--- src/rtl/ddr_write_arbiter.sv ---
// ---------------------------------------------------------------------------
// ddr_write_arbiter
//
// Purpose:
//   Two-requester write arbiter in front of a DDR RAM controller. A granted
//   write is latched into registered mem_addr/mem_data, and mem_wr_req is
//   held until the controller answers with mem_ack or a cycle timeout
//   expires. Simultaneous requests alternate using a round-robin pointer.
//   A requester must drop do_write before it can be granted again (rearm).
//
// Ports:
//   clk, rst                      sole clock, synchronous active-high reset
//   reqK_do_write                 level write request, held until reqK_ack
//   reqK_addr / reqK_data         write address / write word
//   reqK_ack                      one-cycle write-done pulse
//   reqK_is_writing               high while requester K's write is in flight
//   mem_wr_req                    write strobe to the controller
//   mem_addr / mem_data           registered address / data of current write
//   mem_ack                       one-cycle completion from the controller
//   mem_busy                      controller cannot accept a new write
//   err_timeout                   sticky flag, set when mem_ack never arrived
//   wr_count0 / wr_count1         completed-write counters
//
// Configuration:
//   ARB_WR_STATS_EN  when defined, wr_count0/1 count writes completed by
//                    mem_ack (saturating); otherwise they are tied to zero.
// ---------------------------------------------------------------------------
module ddr_write_arbiter #(
  parameter int ADDR_W  = 28,
  parameter int DATA_W  = 128,
  parameter int TIMEOUT = 1023
) (
  input  logic              clk,
  input  logic              rst,
  input  logic              req0_do_write,
  input  logic              req1_do_write,
  input  logic [ADDR_W-1:0] req0_addr,
  input  logic [ADDR_W-1:0] req1_addr,
  input  logic [DATA_W-1:0] req0_data,
  input  logic [DATA_W-1:0] req1_data,
  output logic              req0_ack,
  output logic              req1_ack,
  output logic              req0_is_writing,
  output logic              req1_is_writing,
  output logic              mem_wr_req,
  output logic [ADDR_W-1:0] mem_addr,
  output logic [DATA_W-1:0] mem_data,
  input  logic              mem_ack,
  input  logic              mem_busy,
  output logic              err_timeout,
  output logic [31:0]       wr_count0,
  output logic [31:0]       wr_count1
);

  // The wait counter is at least 10 bits wide and grows with TIMEOUT.
  localparam int CNT_RAW = $clog2(TIMEOUT + 1);
  localparam int CNT_W   = (CNT_RAW > 10) ? CNT_RAW : 10;
  localparam logic [CNT_W-1:0] CNT_LAST = CNT_W'(TIMEOUT - 1);
  localparam logic [CNT_W-1:0] CNT_ONE  = CNT_W'(1);

  typedef enum logic {
    IDLE     = 1'b0,
    WAIT_MEM = 1'b1
  } state_e;

  state_e            state_q;
  logic              ptr_q;
  logic              owner_q;
  logic              rearm0_q;
  logic              rearm1_q;
  logic [CNT_W-1:0]  cnt_q;
  logic              memWrReq_q;
  logic [ADDR_W-1:0] memAddr_q;
  logic [DATA_W-1:0] memData_q;
  logic              ack0_q;
  logic              ack1_q;
  logic              isWriting0_q;
  logic              isWriting1_q;
  logic              errTimeout_q;

  logic elig0;
  logic elig1;
  logic grantValid;
  logic grantSel;
  logic memDone;
  logic memTimeout;

  // Grant decision and completion conditions. The pointer only matters when
  // both requesters are eligible; a lone requester always wins.
  // The timeout fires on the TIMEOUT-th cycle in WAIT_MEM, so mem_wr_req is
  // high for exactly TIMEOUT cycles; a mem_ack on that same cycle wins.
  always_comb begin
    elig0      = req0_do_write & rearm0_q;
    elig1      = req1_do_write & rearm1_q;
    grantValid = (state_q == IDLE) && !mem_busy && (elig0 || elig1);
    if (elig0 && elig1) begin
      grantSel = ptr_q;
    end else begin
      grantSel = elig1;
    end
    memDone    = (state_q == WAIT_MEM) && mem_ack;
    memTimeout = (state_q == WAIT_MEM) && !mem_ack && (cnt_q == CNT_LAST);
  end

  // Arbiter FSM with registered outputs. Rearm is set whenever do_write is
  // seen low, and cleared on completion (the clear is written later so it
  // takes priority), which stops a still-held request from a second grant.
  always_ff @(posedge clk) begin
    if (rst) begin
      state_q      <= IDLE;
      ptr_q        <= 1'b0;
      owner_q      <= 1'b0;
      rearm0_q     <= 1'b1;
      rearm1_q     <= 1'b1;
      cnt_q        <= '0;
      memWrReq_q   <= 1'b0;
      memAddr_q    <= '0;
      memData_q    <= '0;
      ack0_q       <= 1'b0;
      ack1_q       <= 1'b0;
      isWriting0_q <= 1'b0;
      isWriting1_q <= 1'b0;
      errTimeout_q <= 1'b0;
    end else begin
      ack0_q <= 1'b0;
      ack1_q <= 1'b0;
      if (!req0_do_write) begin
        rearm0_q <= 1'b1;
      end
      if (!req1_do_write) begin
        rearm1_q <= 1'b1;
      end
      case (state_q)
        IDLE: begin
          if (grantValid) begin
            state_q      <= WAIT_MEM;
            owner_q      <= grantSel;
            ptr_q        <= ~grantSel;
            cnt_q        <= '0;
            memWrReq_q   <= 1'b1;
            memAddr_q    <= grantSel ? req1_addr : req0_addr;
            memData_q    <= grantSel ? req1_data : req0_data;
            isWriting0_q <= ~grantSel;
            isWriting1_q <= grantSel;
          end
        end
        WAIT_MEM: begin
          if (memDone || memTimeout) begin
            state_q      <= IDLE;
            memWrReq_q   <= 1'b0;
            isWriting0_q <= 1'b0;
            isWriting1_q <= 1'b0;
            if (owner_q) begin
              ack1_q   <= 1'b1;
              rearm1_q <= 1'b0;
            end else begin
              ack0_q   <= 1'b1;
              rearm0_q <= 1'b0;
            end
            if (memTimeout) begin
              errTimeout_q <= 1'b1;
            end
          end else begin
            cnt_q <= cnt_q + CNT_ONE;
          end
        end
        default: begin
          state_q <= IDLE;
        end
      endcase
    end
  end

  assign mem_wr_req      = memWrReq_q;
  assign mem_addr        = memAddr_q;
  assign mem_data        = memData_q;
  assign req0_ack        = ack0_q;
  assign req1_ack        = ack1_q;
  assign req0_is_writing = isWriting0_q;
  assign req1_is_writing = isWriting1_q;
  assign err_timeout     = errTimeout_q;

`ifdef ARB_WR_STATS_EN
  logic [31:0] wrCount0_q;
  logic [31:0] wrCount1_q;

  // Count only writes the controller acknowledged; timeouts are not counted.
  always_ff @(posedge clk) begin
    if (rst) begin
      wrCount0_q <= '0;
      wrCount1_q <= '0;
    end else if (memDone) begin
      if (!owner_q && (wrCount0_q != 32'hFFFF_FFFF)) begin
        wrCount0_q <= wrCount0_q + 32'd1;
      end
      if (owner_q && (wrCount1_q != 32'hFFFF_FFFF)) begin
        wrCount1_q <= wrCount1_q + 32'd1;
      end
    end
  end

  assign wr_count0 = wrCount0_q;
  assign wr_count1 = wrCount1_q;
`else
  assign wr_count0 = 32'd0;
  assign wr_count1 = 32'd0;
`endif

endmodule

--- config.mk ---
export PLATFORM = sky130hd
export DESIGN_NAME = ddr_write_arbiter
export DESIGN_NICKNAME = d
export VERILOG_FILES = /design/src/rtl/ddr_write_arbiter.sv
export SDC_FILE = /design/constraint.sdc
export NUM_CORES = 1
export LEC_CHECK = 0
export ABC_AREA = 0
export CORE_AREA = 2 2 210 212
export DETAILED_ROUTE_END_ITERATION = 6
export DIE_AREA = 0 0 212 214
export HOLD_SLACK_MARGIN = 0.05
export PLACE_DENSITY = 0.55
export SYNTH_ARGS = -nofsm -noshare
export SYNTH_HDL_FRONTEND = slang
export SYNTH_SLANG_ARGS = --single-unit
--- constraint.sdc ---
create_clock -name clk -period 2.4 [get_ports clk]
set_input_delay 0.24 -clock clk [delete_from_list [all_inputs] [get_ports clk]]
set_output_delay 0.24 -clock clk [all_outputs]
set_load 0.02 [all_outputs]
==> qor.csv, run 1 <==
stage;metric;value;unit
power;combinational share of power;24.0;%
global_route;total track usage;12.7;%
logic_synthesis;register area share after synthesis;49.6;%
detailed_routing;Vias/cell;4.37;
timing;Rel. slew slack;53.8;%
timing;RSZ-0062 raised after global routing;no;
die;Die H;214;µm
logic_synthesis;synth top area cells;dfxtp_1, a222oi_1, nor2_1;
placement;routability cong.;0.845;
detailed_routing;Pre-Repair DR Iteration Count;7;
worst_hold_path;HP Class;in2reg;
detailed_routing;Post-Route M1 WL;11.9;mm
clock_network;root buffer cell;clkbuf_16;
clock_network;clk_lat worst skew;500;ps
logic_synthesis;Post-synth EDFFs;0;
global_route;Overflow after GRT;0;
power;net load switching power;2.44;mW
power;Sw Ratio;30.1;%
logic_synthesis;largest family of logic cells by synthesized area;compound AO/OA/AOI/OAI gates;
power;sequential share of power;40.1;%
detailed_routing;Iter 0 DRT Violations;1035;
detailed_routing;DRC;11;
clock_network;Bufs on Longest Clock Path;2;
logic_synthesis;commonest cells in the netlist;dfxtp_1, nor2_1, a222oi_1;
detailed_routing;post-route ant nets;0;
power;peak supply drop;411;µV
clock_network;H-tree depth;4;
logic_synthesis;ys flop type;dfxtp_1;
logic_synthesis;syn avg cell area;9.98;µm²
cells_and_area;Final #Nets;1482;
power;post-layout power;8.09;mW
setup_path;worst r2r src;state_q;
timing;Final Cycle Share;81.5;%
power;Clock power frac;35.9;%
setup_path;Setup CP Type;reg2reg;
clock_network;CTS sink cnt;177;
timing;final hold vios;0;
die;IO Count;544;
setup_path;worst r2r path cells;5;
detailed_routing;highest metal used;met4;
detailed_routing;metal3 WL;2.47;mm
logic_synthesis;Cells after Synth;715;
timing;setup-violating endpoint count in the final report;0;
detailed_routing;detailed-route wire length;30.1;mm
logic_synthesis;Mapped Area;7140;µm²
logic_synthesis;Seq cells post-synth;177;
logic_synthesis;count leader, synth;dfxtp_1;
setup_path;reg2reg end;mem_data[124];
detailed_routing;vias;7685;
clock_network;Reg clk slew, reported paths;80;ps
setup_path;crit path launch type;register;
die;Die Width;212;µm
timing;fmax;511;MHz
power;Cell Int Power;5.65;mW
logic_synthesis;simple-gate portion of the synthesized area;11.8;%
cells_and_area;antenna fix cells;0;
power;Pwr per Cell Area;625;nW/µm²
logic_synthesis;synth warn;0;
timing;Worst-Margin Slew;693;ps
cells_and_area;Finished Layout Cells;1760;
run;# Max-Cap Violations;0;
timing;final worst slack;443;ps
logic_synthesis;XOR/XNOR Fraction of Synth Area;0;%
cells_and_area;layout cells sized above 1;5.70;%
cells_and_area;Filler Cell Count;4461;
run_status;status;finished, violations left;
timing;final setup skew;16.6;ps
detailed_routing;WL met2;15.1;mm
timing;Slew Viols, Final;0;
worst_hold_path;hold path depth;3;
die;initial core utilization;16.6;%
die;Core Footprint;42900;µm²
timing;Min Clock Period, post-route;1960;ps
logic_synthesis;post-synth top area cell;dfxtp_1;
placement;Placed Instances;1727;
timing;Fin Setup TNS;0;ps
placement;dpl hpwl;21.5;mm
timing;WHS;360;ps
logic_synthesis;Synth top area share;49.6;%
setup_path;CP required;2750;ps
setup_path;CP endpoint kind;register;
clock_network;total CTS buffers;17;
setup_path;CP arrival;2300;ps
worst_hold_path;Min-Delay Endpoint;mem_data[109];
logic_synthesis;asr flop ratio synth;0;%
clock_network;CTS tree;done;
cells_and_area;Area growth, synth to finish;81.5;%
global_route;largest net degree at the start of global routing;85;
logic_synthesis;post-synthesis mux area share;0.158;%
global_route;initial antenna violation count;0;
placement;PortBufs;479;
clock_network;post-CTS setup buffer count;0;
logic_synthesis;Compound-Gate Fraction of Synth Area;25.6;%
power;Pleak;4.71;nW
die;Total Die Area;45400;µm²
die;# rows;76;
logic_synthesis;area share of fa/ha/maj cells after synthesis;0.351;%
logic_synthesis;Yosys cell types;43;
run_status;failing checks;DRC;
setup_path;Crit Path Max Fanout;82;
global_route;first-pass GRT wire length;43.3;mm
global_route;vias in the first global route;7434;
setup_path;FF-to-FF setup slack;440;ps
worst_hold_path;hold path startpoint;req1_data[109];
detailed_routing;Wirelength per Cell;17.1;µm
placement;DP Worst Slack;272;ps
[worst max-delay path by stage]
| stage | start | end | slack [ps] | cells after the start |
|---|---|---|---|---|
| floorplan | state_q | mem_data[37] | 680 | 8 |
| global placement | mem_busy | mem_data[98] | 260 | 7 |
| finish | state_q | mem_data[124] | 440 | 5 |
| detailed placement | mem_busy | mem_addr[20] | 270 | 7 |
| global route | cnt_q[0] | cnt_q[2] | 330 | 6 |
| CTS | mem_data[66] | mem_data[66] | 460 | 1 |
[power groups by stage]
stage               registers, mW  clock network (mW)  logic [mW]
floorplan                    3.52                   0       0.711
global placement             3.30                   0        1.94
detailed placement           3.31                   0        1.95
CTS                          3.24                3.04        1.96
global route                 3.26                3.12        2.06
finish                       3.24                2.90        1.94
[per-stage QoR]
step                      instance area (µm²)  utilization (%)
after floorplan                          7370                -
after global placement                  12400             28.8
after detailed placement                12400             28.8
after CTS                               13000             30.2
after global routing                    13000             30.2
final                                   13000             30.2
[layout make-up]
type / count / area (µm²) / share of cell area [%]
Clock buffer: 17 / 425 / 3.28
Clock inverter: 15 / 163 / 1.26
Inverter: 5 / 18.8 / 0.145
Multi-Input combinational cell: 457 / 2960 / 22.8
Sequential cell: 177 / 3540 / 27.4
Tap cell: 585 / 732 / 5.65
Timing Repair Buffer: 504 / 5110 / 39.5
[flip-flops by register name (all words and copies together) (netlist names)]
| name | flops |
|---|---|
| state_q | 1 |
| req1_ack | 1 |
| req0_is_writing | 1 |
| ptr_q | 1 |
| req0_ack | 1 |
| rearm0_q | 1 |
| err_timeout | 1 |
| mem_addr | 28 |
| rearm1_q | 1 |
| cnt_q | 10 |
| req1_is_writing | 1 |
| owner_q | 1 |
| mem_wr_req | 1 |
| mem_data | 128 |
[metal layers]
| layer | up-vias | GRT usage (%) |
|---|---|---|
| li1 | 3583 | - |
| met1 | 3698 | 13.7 |
| met2 | 370 | 21.9 |
| met3 | 34 | 4.59 |
| met4 | 0 | 5.70 |
| met5 | - | 0 |
[repair_timing]
item                       CTS  global route
resized for setup            0             0
hold endpoints to repair    16             0
setup endpoints to repair    0             0
hold buffers                 1             0
[critical path: stages (launching register included)]
cell and delay, ps:
dfxtp_1 420, or2_4 330, a21o_4 230, buf_12 180, a222oi_1 440, nor2_1 70
[kinds of logic after synthesis]
group	count (synthesis)
adder cells (fa/ha/maj)	2
other	1
buffers and inverters	144
AND/OR/NAND/NOR	201
multiplexers	1
flip-flops	177
AO/OA/AOI/OAI	189
[placed cells by master, fill, tap and decap left out, types with 2 or more instances in the layout]
| cell | n |
|---|---|
| o21ai_0 | 4 |
| conb_1 | 64 |
| nor3_1 | 2 |
| clkdlybuf4s50_1 | 478 |
| a222oi_1 | 156 |
| or4_1 | 4 |
| inv_1 | 5 |
| inv_8 | 2 |
| clkinvlp_4 | 2 |
| a22oi_1 | 2 |
| nor3b_1 | 2 |
| a21oi_1 | 9 |
| inv_6 | 8 |
| a311oi_4 | 2 |
| o2bb2ai_1 | 2 |
| nor2b_1 | 4 |
| nand2_1 | 7 |
| nor2_1 | 160 |
| dfxtp_1 | 177 |
| a31oi_1 | 2 |
| a31o_2 | 3 |
| nand4_1 | 3 |
| nand3_1 | 10 |
| buf_12 | 10 |
| ha_1 | 2 |
| buf_4 | 14 |
| clkbuf_16 | 17 |
| nand2b_1 | 2 |
Power figures use the tool's default switching activity.
==> inputs of run 2 (changes only) <==
Settings changed: CORE_AREA 2 2 210 212 to 2 2 214 216, DIE_AREA 0 0 212 214 to 0 0 216 218, PLACE_DENSITY 0.55 to 0.56.
Clock period 2.4 ns to 1.8 ns, I/O delays scaled along.
==> qor.csv, run 2 (synthesized netlist as in run 1, its figures left out) <==
stage;metric;value;unit
timing;RSZ-0062 raised after global routing;no;
setup_path;worst r2r src;state_q;
run_status;status;finished, violations left;
detailed_routing;Pre-Repair DR Iteration Count;7;
timing;fmax;580;MHz
detailed_routing;vias;7811;
die;IO Count;544;
placement;Placed Instances;1762;
setup_path;Critical Path Start;mem_data[20];
cells_and_area;Final #Nets;1503;
setup_path;Crit Path Max Fanout;2;
setup_path;CP required;1620;ps
clock_network;Bufs on Longest Clock Path;2;
clock_network;CTS sink cnt;177;
cells_and_area;Finished Layout Cells;1796;
setup_path;crit path launch type;register;
cells_and_area;antenna fix cells;0;
setup_path;CP Cell Sequence;clkdlybuf4s50_1;
timing;Final Cycle Share;95.8;%
die;# rows;78;
detailed_routing;Wirelength per Cell;16.9;µm
setup_path;CP endpoint kind;primary output;
cells_and_area;most frequent cells in the layout;clkdlybuf4s50_1, dfxtp_1, nor2_1;
worst_hold_path;HP Class;in2reg;
clock_network;H-tree depth;4;
placement;PortBufs;479;
clock_network;total CTS buffers;17;
power;peak supply drop;509;µV
global_route;total track usage;12.2;%
detailed_routing;detailed-route wire length;30.3;mm
setup_path;CP arrival;1540;ps
detailed_routing;Vias/cell;4.35;
clock_network;CTS tree;done;
placement;routability cong.;0.802;
setup_path;Worst path top cell family by delay;buffers and inverters;
timing;final hold vios;0;
setup_path;critical path's largest stage delay;640;ps
cells_and_area;Area growth, synth to finish;84.2;%
detailed_routing;Iter 0 DRT Violations;890;
cells_and_area;layout cells sized above 1;7.36;%
placement;dpl hpwl;22.4;mm
die;Core Footprint;44900;µm²
cells_and_area;Core Util, Final;29.3;%
detailed_routing;DRC;6;
run;# Max-Cap Violations;0;
power;Pleak;4.83;nW
setup_path;Setup CP Type;reg2out;
global_route;vias in the first global route;7695;
setup_path;Max stage delay cell, worst path;clkdlybuf4s50_1;
global_route;first-pass GRT wire length;44.3;mm
cells_and_area;commonest non-fill, non-tap cell in the layout;clkdlybuf4s50_1;
die;initial core utilization;15.9;%
setup_path;Buf/Inv on CP;1;
clock_network;root buffer cell;clkbuf_16;
clock_network;Reg clk slew, reported paths;70;ps
die;Die H;218;µm
timing;Min Clock Period, post-route;1720;ps
timing;setup-violating endpoint count in the final report;0;
die;Total Die Area;47100;µm²
worst_hold_path;hold path startpoint;req1_data[112];
cells_and_area;Largest register FFs;128;
detailed_routing;post-route ant nets;0;
global_route;initial antenna violation count;0;
clock_network;clk_lat worst skew;480;ps
timing;Slew Viols, Final;0;
power;Pwr per Cell Area;802;nW/µm²
run_status;failing checks;DRC;
timing;final setup skew;18.3;ps
die;Die Width;216;µm
global_route;largest net degree at the start of global routing;80;
global_route;Overflow after GRT;0;
## run 2: cell types whose count changed in the layout (fill, tap and decap cells not counted), sizes merged
cell and change:
clkinvlp +2, clkinv +5, bufinv -1, clkbuf +2
inv -8, clkdlybuf4s50 -1, buf +21, dlymetal6s2s +1
## run 2: power breakdown
group          switching (mW)  leakage [nW]  total (mW)  internal [mW]
registers               0.147          1.45        4.32           4.18
logic                    1.21          3.12        2.64           1.44
clock network            1.77         0.258        3.58           1.82
total                    3.12          4.83        10.6           7.43
## run 2: what timing repair did
| item | 4_1_cts | 5_1_grt |
|---|---|---|
| endpoints found under the hold margin | 14 | 0 |
| resized for setup | 0 | 6 |
| buffers inserted | 0 | 1 |
| hold buffers | 1 | 0 |
| endpoints found under the setup margin | 0 | 27 |
## run 2: area by class of cell
class | instances | area [µm²]
fill | 4714 | 31700
multi-input combinational | 457 | 2960
clock inverter | 13 | 108
clock buffer | 19 | 443
inverter | 5 | 18.8
sequential | 177 | 3540
tap | 600 | 751
timing repair buffer | 525 | 5330
## run 2: worst register-to-register path, cell delays in order, from the launching register on
cell and delay (ps):
dfxtp_1 320, or2_4 280, a21o_4 220, buf_12 180
a222oi_1 500, nor2_1 80
## run 2: path summary, 6_finish.rpt
check                    endpoint  slack, ps  cells after the start
hold reg to reg   req0_is_writing        460                      2
hold / removal      mem_data[112]        310                      3
setup / recovery     mem_data[20]         80                      1
setup reg to reg     mem_data[23]         80                      5
## run 2: layer usage
metal | vias up | GRT usage, % | routed length [µm]
li1 | 3620 | - | -
met1 | 3794 | 13.7 | 12000
met2 | 371 | 21.6 | 15600
met3 | 26 | 4.09 | 2310
met4 | 0 | 4.22 | 414
met5 | - | 0 | 0
## run 2: per-stage QoR
step / setup WS, ps / setup TNS [ps] / total power, mW / hold WS, ps / cell area, µm²
final: 75.1 / 0 / 10.6 / 314 / 13200
after global routing: 4.44 / 0 / 11.1 / 297 / 13200
after CTS: 9.24 / 0 / 10.8 / 266 / 13100
after detailed placement: -214 / -22130 / 7.05 / 457 / 12500
after global placement: -218 / -23360 / 7.03 / 447 / 12500
after floorplan: 78.8 / 0 / 5.64 / 330 / 7370
